### src/rtl/ucode_loader_if.sv
// Byte-stream input and control-store write port of the microcode loader.
// Status lines (hold_cpu, done, err) travel with the bundle.
interface ucode_loader_if #(
  parameter int WORD_W = 32,
  parameter int ADDR_W = 6
);
  logic [7:0]        in_data;
  logic              in_valid;
  logic              in_ready;
  logic              wr_en;
  logic [ADDR_W-1:0] wr_addr;
  logic [WORD_W-1:0] wr_data;
  logic              hold_cpu;
  logic              done;
  logic              err;

  modport master (
    input  in_data, in_valid,
    output in_ready, wr_en, wr_addr, wr_data, hold_cpu, done, err
  );

  modport slave (
    output in_data, in_valid,
    input  in_ready, wr_en, wr_addr, wr_data, hold_cpu, done, err
  );
endinterface

### src/rtl/ucode_loader.sv
// Framed byte-stream loader for the microprogram control store.
// Frame: A5, count, start address, count words (MSB byte first), XOR checksum.
module ucode_loader #(
  parameter int WORD_W = 32,
  parameter int ADDR_W = 6
) (
  input  logic           clk,
  input  logic           rst,
  ucode_loader_if.master bus
);
  localparam int         NB     = WORD_W / 8;
  localparam int         BCNT_W = (NB > 1) ? $clog2(NB) : 1;
  localparam logic [7:0] SYNC   = 8'hA5;

  typedef enum logic [2:0] {
    S_IDLE = 3'd0,
    S_CNT  = 3'd1,
    S_ADR  = 3'd2,
    S_DAT  = 3'd3,
    S_CHK  = 3'd4,
    S_ERR  = 3'd5
  } state_e;

  state_e             state_q, state_d;
  logic [7:0]         cnt_q, cnt_d;
  logic [BCNT_W-1:0]  bcnt_q, bcnt_d;
  logic [ADDR_W-1:0]  addr_q, addr_d;
  logic [7:0]         xor_q, xor_d;
  logic [WORD_W-1:0]  asm_q, asm_d;
  logic               wr_en_q, wr_en_d;
  logic [ADDR_W-1:0]  wr_addr_q, wr_addr_d;
  logic [WORD_W-1:0]  wr_data_q, wr_data_d;
  logic               done_q, done_d;
  logic               err_q, err_d;
  logic               hold_q, hold_d;
  logic               xfer_s;
  logic [WORD_W-1:0]  asm_shift_s;

  // in_ready is not registered: it must be low under reset yet high in the first cycle after release.
  assign bus.in_ready = ~rst & (state_q != S_ERR);
  assign xfer_s       = bus.in_valid & bus.in_ready;
  assign asm_shift_s  = (asm_q << 8) | WORD_W'(bus.in_data);

  assign bus.wr_en    = wr_en_q;
  assign bus.wr_addr  = wr_addr_q;
  assign bus.wr_data  = wr_data_q;
  assign bus.done     = done_q;
  assign bus.err      = err_q;
  assign bus.hold_cpu = hold_q;

  // State and datapath registers.
  always_ff @(posedge clk or posedge rst) begin
    if (rst) begin
      state_q   <= S_IDLE;
      cnt_q     <= 8'd0;
      bcnt_q    <= '0;
      addr_q    <= '0;
      xor_q     <= 8'd0;
      asm_q     <= '0;
      wr_en_q   <= 1'b0;
      wr_addr_q <= '0;
      wr_data_q <= '0;
      done_q    <= 1'b0;
      err_q     <= 1'b0;
      hold_q    <= 1'b0;
    end else begin
      state_q   <= state_d;
      cnt_q     <= cnt_d;
      bcnt_q    <= bcnt_d;
      addr_q    <= addr_d;
      xor_q     <= xor_d;
      asm_q     <= asm_d;
      wr_en_q   <= wr_en_d;
      wr_addr_q <= wr_addr_d;
      wr_data_q <= wr_data_d;
      done_q    <= done_d;
      err_q     <= err_d;
      hold_q    <= hold_d;
    end
  end

  // Next-state and output decode; strobes default low, everything else holds.
  always_comb begin
    state_d   = state_q;
    cnt_d     = cnt_q;
    bcnt_d    = bcnt_q;
    addr_d    = addr_q;
    xor_d     = xor_q;
    asm_d     = asm_q;
    wr_en_d   = 1'b0;
    wr_addr_d = wr_addr_q;
    wr_data_d = wr_data_q;
    done_d    = 1'b0;
    err_d     = err_q;
    hold_d    = hold_q;

    case (state_q)
      S_IDLE: begin
        if (xfer_s && (bus.in_data == SYNC)) begin
          state_d = S_CNT;
          err_d   = 1'b0;
          hold_d  = 1'b1;
          xor_d   = 8'd0;
        end else begin
          state_d = S_IDLE;
        end
      end
      S_CNT: begin
        if (xfer_s && (bus.in_data == 8'd0)) begin
          state_d = S_ERR;
          err_d   = 1'b1;
          hold_d  = 1'b0;
        end else if (xfer_s) begin
          state_d = S_ADR;
          cnt_d   = bus.in_data;
          xor_d   = bus.in_data;
        end else begin
          state_d = S_CNT;
        end
      end
      S_ADR: begin
        if (xfer_s) begin
          state_d = S_DAT;
          addr_d  = ADDR_W'(bus.in_data);
          xor_d   = xor_q ^ bus.in_data;
          bcnt_d  = '0;
        end else begin
          state_d = S_ADR;
        end
      end
      S_DAT: begin
        if (xfer_s) begin
          xor_d = xor_q ^ bus.in_data;
          asm_d = asm_shift_s;
          if (bcnt_q == BCNT_W'(NB - 1)) begin
            wr_en_d   = 1'b1;
            wr_addr_d = addr_q;
            wr_data_d = asm_shift_s;
            addr_d    = addr_q + 1'b1;
            bcnt_d    = '0;
            cnt_d     = cnt_q - 8'd1;
            state_d   = (cnt_q == 8'd1) ? S_CHK : S_DAT;
          end else begin
            bcnt_d = bcnt_q + 1'b1;
          end
        end else begin
          state_d = S_DAT;
        end
      end
      S_CHK: begin
        if (xfer_s && (bus.in_data == xor_q)) begin
          state_d = S_IDLE;
          done_d  = 1'b1;
          hold_d  = 1'b0;
        end else if (xfer_s) begin
          state_d = S_ERR;
          err_d   = 1'b1;
          hold_d  = 1'b0;
        end else begin
          state_d = S_CHK;
        end
      end
      S_ERR: begin
        state_d = S_IDLE;
      end
      default: begin
        state_d = S_IDLE;
      end
    endcase
  end
endmodule
### src/flat_wrapper.sv
// flat-port wrapper written by rule: the top's interface ports become plain ports
module ucode_loader_flat 
#(
  parameter int WORD_W = 32,
  parameter int ADDR_W = 6
)
  (clk, rst, bus_in_data, bus_in_valid, bus_in_ready, bus_wr_en, bus_wr_addr, bus_wr_data, bus_hold_cpu, bus_done, bus_err);
  ucode_loader_if #(.WORD_W(WORD_W), .ADDR_W(ADDR_W)) bus_i ();
  input  logic clk;
  input  logic rst;
  input wire logic [$bits(bus_i.in_data)-1:0] bus_in_data;
  input wire logic [$bits(bus_i.in_valid)-1:0] bus_in_valid;
  output wire logic [$bits(bus_i.in_ready)-1:0] bus_in_ready;
  output wire logic [$bits(bus_i.wr_en)-1:0] bus_wr_en;
  output wire logic [$bits(bus_i.wr_addr)-1:0] bus_wr_addr;
  output wire logic [$bits(bus_i.wr_data)-1:0] bus_wr_data;
  output wire logic [$bits(bus_i.hold_cpu)-1:0] bus_hold_cpu;
  output wire logic [$bits(bus_i.done)-1:0] bus_done;
  output wire logic [$bits(bus_i.err)-1:0] bus_err;
  assign bus_i.in_data = bus_in_data;
  assign bus_i.in_valid = bus_in_valid;
  assign bus_in_ready = bus_i.in_ready;
  assign bus_wr_en = bus_i.wr_en;
  assign bus_wr_addr = bus_i.wr_addr;
  assign bus_wr_data = bus_i.wr_data;
  assign bus_hold_cpu = bus_i.hold_cpu;
  assign bus_done = bus_i.done;
  assign bus_err = bus_i.err;
  ucode_loader #(.WORD_W(WORD_W), .ADDR_W(ADDR_W)) u_core (.clk(clk), .rst(rst), .bus(bus_i));
endmodule
### config.mk
export PLATFORM = sky130hd
export DESIGN_NAME = ucode_loader_flat
export DESIGN_NICKNAME = d
export VERILOG_FILES = /design/src/rtl/ucode_loader_if.sv /design/src/rtl/ucode_loader.sv /design/src/flat_wrapper.sv
export SDC_FILE = /design/constraint.sdc
export NUM_CORES = 1
export LEC_CHECK = 0
export CAP_MARGIN = 10
export CORE_ASPECT_RATIO = 0.8
export CORE_MARGIN = 2
export CORE_UTILIZATION = 50
export CTS_CLUSTER_SIZE = 24
export DETAILED_ROUTE_END_ITERATION = 16
export PLACE_DENSITY = 0.83
export SETUP_SLACK_MARGIN = 0.05
export SYNTH_ARGS = -nofsm -noshare
export SYNTH_HDL_FRONTEND = slang
export SYNTH_SLANG_ARGS = --single-unit
### constraint.sdc
create_clock -name clk -period 3.1 [get_ports clk]
set_input_delay 0.465 -clock clk [delete_from_list [all_inputs] [get_ports clk]]
set_output_delay 0.465 -clock clk [all_outputs]
set_load 0.005 [all_outputs]
After elaboration in Yosys (flattened, before gate mapping)

Index checks and enable logic that the tools add are counted.
W data, S select, Z words.

Flip-flop bits (word level): 93
Latch bits: 0
Bits in writable memories: 0
ROM bits: 0
Logic and storage cells: 100
Memories kept: 0

Add/sub/neg operators: 3
$mul: 0
Divide/modulo/power cells: 0
Order comparisons: 0
Equality and inequality tests: 21
Shift-type cells: 0
Multiplexer cells: 41
Bitwise gates (word level): 5
Reduce and logical (&&, ||, !) cells: 18

Operators by type and width:

| kind                  | count |
|---|---|
| $mux W8               | 6 |
| $or A32 B8 Y32        | 1 |
| $pmux W8 S3           | 1 |
| $mux W6               | 3 |
| $mux W1               | 16 |
| $ne A2 B1 Y1 const B  | 8 |
| $pmux W8 S2           | 1 |
| $mux W3               | 5 |
| $pmux W3 S5           | 1 |
| $reduce_and A5 Y1     | 3 |
| $pmux W6 S2           | 1 |
| $eq A8 B1 Y1 const B  | 1 |
| $eq A8 B8 Y1          | 1 |
| $eq A8 B8 Y1 const B  | 1 |
| $logic_not A8 Y1      | 1 |
| $mux W2               | 4 |
| $reduce_and A4 Y1     | 2 |
| $sub A8 B1 Y8 const B | 1 |
| $xor A8 B8 Y8         | 1 |
| $add A6 B1 Y6 const B | 1 |
| $eq A3 B2 Y1 const B  | 2 |
| $ne A3 B3 Y1 const B  | 2 |
| $pmux W1 S3           | 2 |
| $reduce_and A3 Y1     | 2 |
| 15 further kinds      | 21 |

Depth between registers and ports, before layout

Depth after elaboration: 6
Mapped depth: 7

Worst setup path before layout

OpenSTA, ideal clock, no wires.

Path kind: input port to flip-flop
From: input port rst
To: register u_core.asm_q[1]
Library setup time: 125 ps
Arrival: 3744 ps
Path slack: -769 ps
Cell stages on the path: 5
Path buffers: 1
Cell sequence: inv_1 > nand3_1 > nor2_1 > buf_2 > mux2_2

Word-level cells in the longest chain between the ends: 4

Ends and longest elaborated chain:

| what                        | RTL line           | RTL |
|---|---|---|
| start: declaration          | flat_wrapper.sv:10 | `input logic rst;` |
| $not A1 Y1                  | ucode_loader.sv:40 | `assign bus.in_ready = ~rst & (state_q != S_ERR);` |
| $and A1 B1 Y1               | ucode_loader.sv:40 |  |
| $and A1 B1 Y1               | ucode_loader.sv:41 | `assign xfer_s = bus.in_valid & bus.in_ready;` |
| $reduce_and A2 Y1 (no line) | --                 |  |
| end signal: assignment      | ucode_loader.sv:72 | `asm_q <= asm_d;` |
| end: declaration            | ucode_loader.sv:29 | `logic [WORD_W-1:0] asm_q, asm_d;` |

Every way passes these cells.
A chain may end at the register's enable or synchronous reset.

Final worst setup path

From: register u_core.state_q[0]
To: output port bus_in_ready

Word-level cells in the longest chain between the ends: 2

Ends and longest elaborated chain:

| what                     | RTL line           | RTL |
|---|---|---|
| start: declaration       | ucode_loader.sv:24 | `state_e state_q, state_d;` |
| start signal: assignment | ucode_loader.sv:67 | `state_q <= state_d;` |
| $ne A3 B3 Y1             | ucode_loader.sv:40 |  |
| $and A1 B1 Y1            | ucode_loader.sv:40 |  |
| end: declaration         | flat_wrapper.sv:13 | `output wire logic [$bits(bus_i.in_ready)-1:0] bus_in_ready;` |

Every way passes these cells.

==> results.py <==
metrics = {
    "status": {
        "outcome": "completed",
    },
    "pwr": {
        "power_density_nw_per_um2": 889,
        "comb_power_share_pct": 34.8,
        "pwr-share-seq_pct": 46.8,
        "clkPwrFrac_pct": 18.4,
        "p_sw_w": 0.00154,
        "p_int_w": 0.00305,
        "leakage_nw": 2.29,
        "ir_drop_mv": 0.486,
        "swShare_pct": 33.6,
    },
    "timing": {
        "rsz0062_at_grt": "false",
        "setup_ws_ns": 0.672,
        "setup_violations": 0,
        "fin_crit_sh_pct": 78.3,
        "clock.fmax_mhz": 412,
        "hold_viol": 0,
        "finClkSkew_ns": 0.00864,
        "drv_slew": 0,
        "maxSlewHeadroom_pct": 44.2,
        "setup_tns_ns": 0,
        "worst-slew-pin-transition_ns": 0.835,
        "layout_min_cycle_time_ns": 2.43,
        "holdWs_ns": 0.509,
    },
    "clock_tree": {
        "hold_buffers": 0,
        "numClockSinks": 93,
        "clock_latency_ns": 0.37,
        "cts_max_path_buffers": 2,
        "ctsHtreeMaxLevel": 3,
        "path_clk_slew_ns": 0.09,
        "post_cts_buffers": 0,
        "clockRootBuffer": "clkbuf_8",
        "cts_resized": 0,
        "cts_tree": "done",
        "cts_buffers": 9,
    },
    "critical_path": {
        "crit_chain": "nor2b_1 -> a21oi_1 -> clkdlybuf4s50_1",
        "worstSetupPathType": "reg2out",
        "required_ns": 2.63,
        "max_stage_delay_ns": 0.61,
        "slowest_stage": "dfrtp_1",
        "crit_path_max_fanout": 13,
        "critPathCaptureType": "primary output",
        "start_kind": "flip-flop",
        "worstPathArrival_ns": 1.96,
    },
    "routing": {
        "ant_nets": 0,
        "wl_um": 9460,
        "route.vias.total": 3117,
        "drt-wirelength-per-cell_um": 17.7,
        "via_per_inst": 5.84,
        "dr.pass1.iters": 5,
        "route.detailed.drc": 0,
        "drtIter0Drc": 309,
    },
    "global_route": {
        "track_usage_pct": 21.5,
        "grt_pass1_wl_um": 15400,
        "grt_max_degree": 95,
        "gr-total-overflow": 0,
        "grt_pass1_vias": 2929,
        "antenna_found_initial": 0,
    },
    "run": {
        "maxCapViolCount": 0,
    },
    "layout": {
        "final_area_um2": 5160,
        "num-nets-final": 432,
        "diodes": 0,
        "fin_cells": 534,
        "area_growth_pct": 21.0,
        "drive_gt1_share_pct": 24.2,
    },
    "die": {
        "ios": 54,
        "die_area_um2": 9280,
        "initial_core_util_pct": 50.9,
        "core_um2": 8370,
        "die-width_um": 107,
        "rows": 30,
        "die_y_um": 86.6,
    },
    "placed_design": {
        "place_congestion": 0.895,
        "dp.cells": 518,
        "placed_cell_area_um2": 4950,
        "portBuffers": 53,
        "place_hpwl_um": 6480,
        "post-place-ws_ns": 0.518,
    },
    "synth": {
        "syn_inst": 359,
        "syn-num-nets": 374,
        "synth_area_um2": 4260,
        "postSynthAreaPerCell_um2": 11.9,
        "yosys_register_bits": 93,
        "ys_seq_area_share_pct": 54.6,
        "yosysWarnings": 0,
        "ys.flop_type": "dfrtp_1",
        "synth_cell_types": 47,
        "synth_edf_count": 0,
        "ys_async_sr_fraction_pct": 100,
    },
    "worst_hold_path": {
        "hold_path.class": "reg2reg",
    },
}
routing by layer:
metal	vias up	part of all wire, %	global-route usage [%]
met1	1558	43	30.5
met3	10	6.6	5.34
met2	133	49	33.9
li1	1416	-	-
met5	-	0	0
met4	0	0.98	4.25
flip-flops by register name, indices dropped and copies added (netlist names), 2 cells and up:
signal / cells
u_core.addr_q: 6
u_core.asm_q: 24
u_core.bcnt_q: 2
u_core.bus.wr_addr: 6
u_core.bus.wr_data: 32
u_core.cnt_q: 8
u_core.state_q: 3
u_core.xor_q: 8
logic make-up after synthesis:
kind of cell | count (synthesis) | share of synthesized area [%]
xor gates and xnor gates | 8 | 1.64
and+or+nand+nor | 72 | 8.72
adders and majority gates | 4 | 1.17
muxes | 62 | 16.4
AOI/OAI and AO/OA | 86 | 13.9
buffers and inverters | 34 | 3.58
DFF | 93 | 54.6
synthesized netlist by cell type (2+ instances only):
| library cell | count | share of area, % |
|---|---|---|
| nor3_1 | 9 | 1.1 |
| xor2_1 | 8 | 1.6 |
| o32ai_1 | 2 | 0.41 |
| buf_1 | 3 | 0.26 |
| o2bb2ai_2 | 2 | 0.70 |
| nand2b_1 | 4 | 0.59 |
| a21oi_1 | 23 | 2.7 |
| dfrtp_1 | 93 | 55 |
| clkbuf_1 | 8 | 0.70 |
| inv_1 | 15 | 1.3 |
| a31oi_1 | 3 | 0.44 |
| o311a_1 | 7 | 1.6 |
| buf_6 | 2 | 0.53 |
| o21ai_0 | 26 | 3.1 |
| a22o_1 | 2 | 0.41 |
| o21a_1 | 2 | 0.35 |
| nor2b_1 | 2 | 0.29 |
| buf_2 | 5 | 0.59 |
| a22oi_1 | 2 | 0.35 |
| nor4_1 | 4 | 0.59 |
| nor2_1 | 17 | 1.5 |
| and3_1 | 2 | 0.29 |
| ha_1 | 4 | 1.2 |
| nand3_1 | 8 | 0.94 |
| nand2_1 | 18 | 1.6 |
| o2bb2ai_1 | 6 | 1.2 |
| mux2_2 | 62 | 16 |
worst max-delay path: cells and delay by family (launching register included):
family,cells,cell delay [ns]
buffers and inverters,1,0.48
and+or+nand+nor,1,0.39
DFF,1,0.61
AOI/OAI and AO/OA,1,0.12
cells in the final DEF, fill, tap and decap left out, types with 3 or more instances in the layout:
cell	instances
clkdlybuf4s50_1	53
nor3_1	9
clkinvlp_4	3
a21oi_1	23
ha_1	4
nor4_1	4
mux2_2	62
o21ai_0	26
dfrtp_1	93
o311a_1	7
a31oi_1	3
nand2_1	18
nand3_1	8
o2bb2ai_1	6
nor2_1	16
nand2b_1	4
inv_1	14
buf_4	12
xor2_1	8
clkbuf_8	10
final timing paths:
kind                       slack [ns]                      to                    from  cells past startpoint
max                              0.67            bus_in_ready       u_core.state_q[0]                      3
min in group asynchronous        0.72       u_core.state_q[2]                     rst                      3
min reg2reg                      0.51  u_core.bus.wr_data[31]  u_core.bus.wr_data[31]                      1
min                              0.51  u_core.bus.wr_data[31]  u_core.bus.wr_data[31]                      1
max reg2reg                      0.77  u_core.bus.wr_data[11]       u_core.state_q[2]                      5
max in group asynchronous        1.98        u_core.addr_q[1]                     rst                      3
power by group through the flow:
| stage | Combinational [W] | Clock (W) | Sequential [W] |
|---|---|---|---|
| 2_1_floorplan | 0.000974 | 0 | 0.00204 |
| 3_3_place_gp | 0.00152 | 0 | 0.00212 |
| 3_5_place_dp | 0.00159 | 0 | 0.00217 |
| 4_1_cts | 0.00160 | 0.000850 | 0.00215 |
| 5_1_grt | 0.00175 | 0.000900 | 0.00222 |
| 6_report | 0.00160 | 0.000842 | 0.00215 |
stage by stage:
stage	utilization, %	power, W
finish	61.6	0.00459
global route	61.6	0.00487
CTS	61.6	0.00460
detailed placement	59.2	0.00376
global placement	59.2	0.00363
floorplan	-	0.00301
cell type report:
| cell class | instances | area (um2) |
|---|---|---|
| Fill cell | 610 | 3210 |
| Tap cell | 112 | 140 |
| Timing Repair Buffer | 66 | 641 |
| Clock buffer | 10 | 138 |
| Inverter | 15 | 60.1 |
| Clock inverter | 6 | 67.6 |
| Multi-Input combinational cell | 232 | 1790 |
| Sequential cell | 93 | 2330 |
Power figures use the tool's default switching activity.
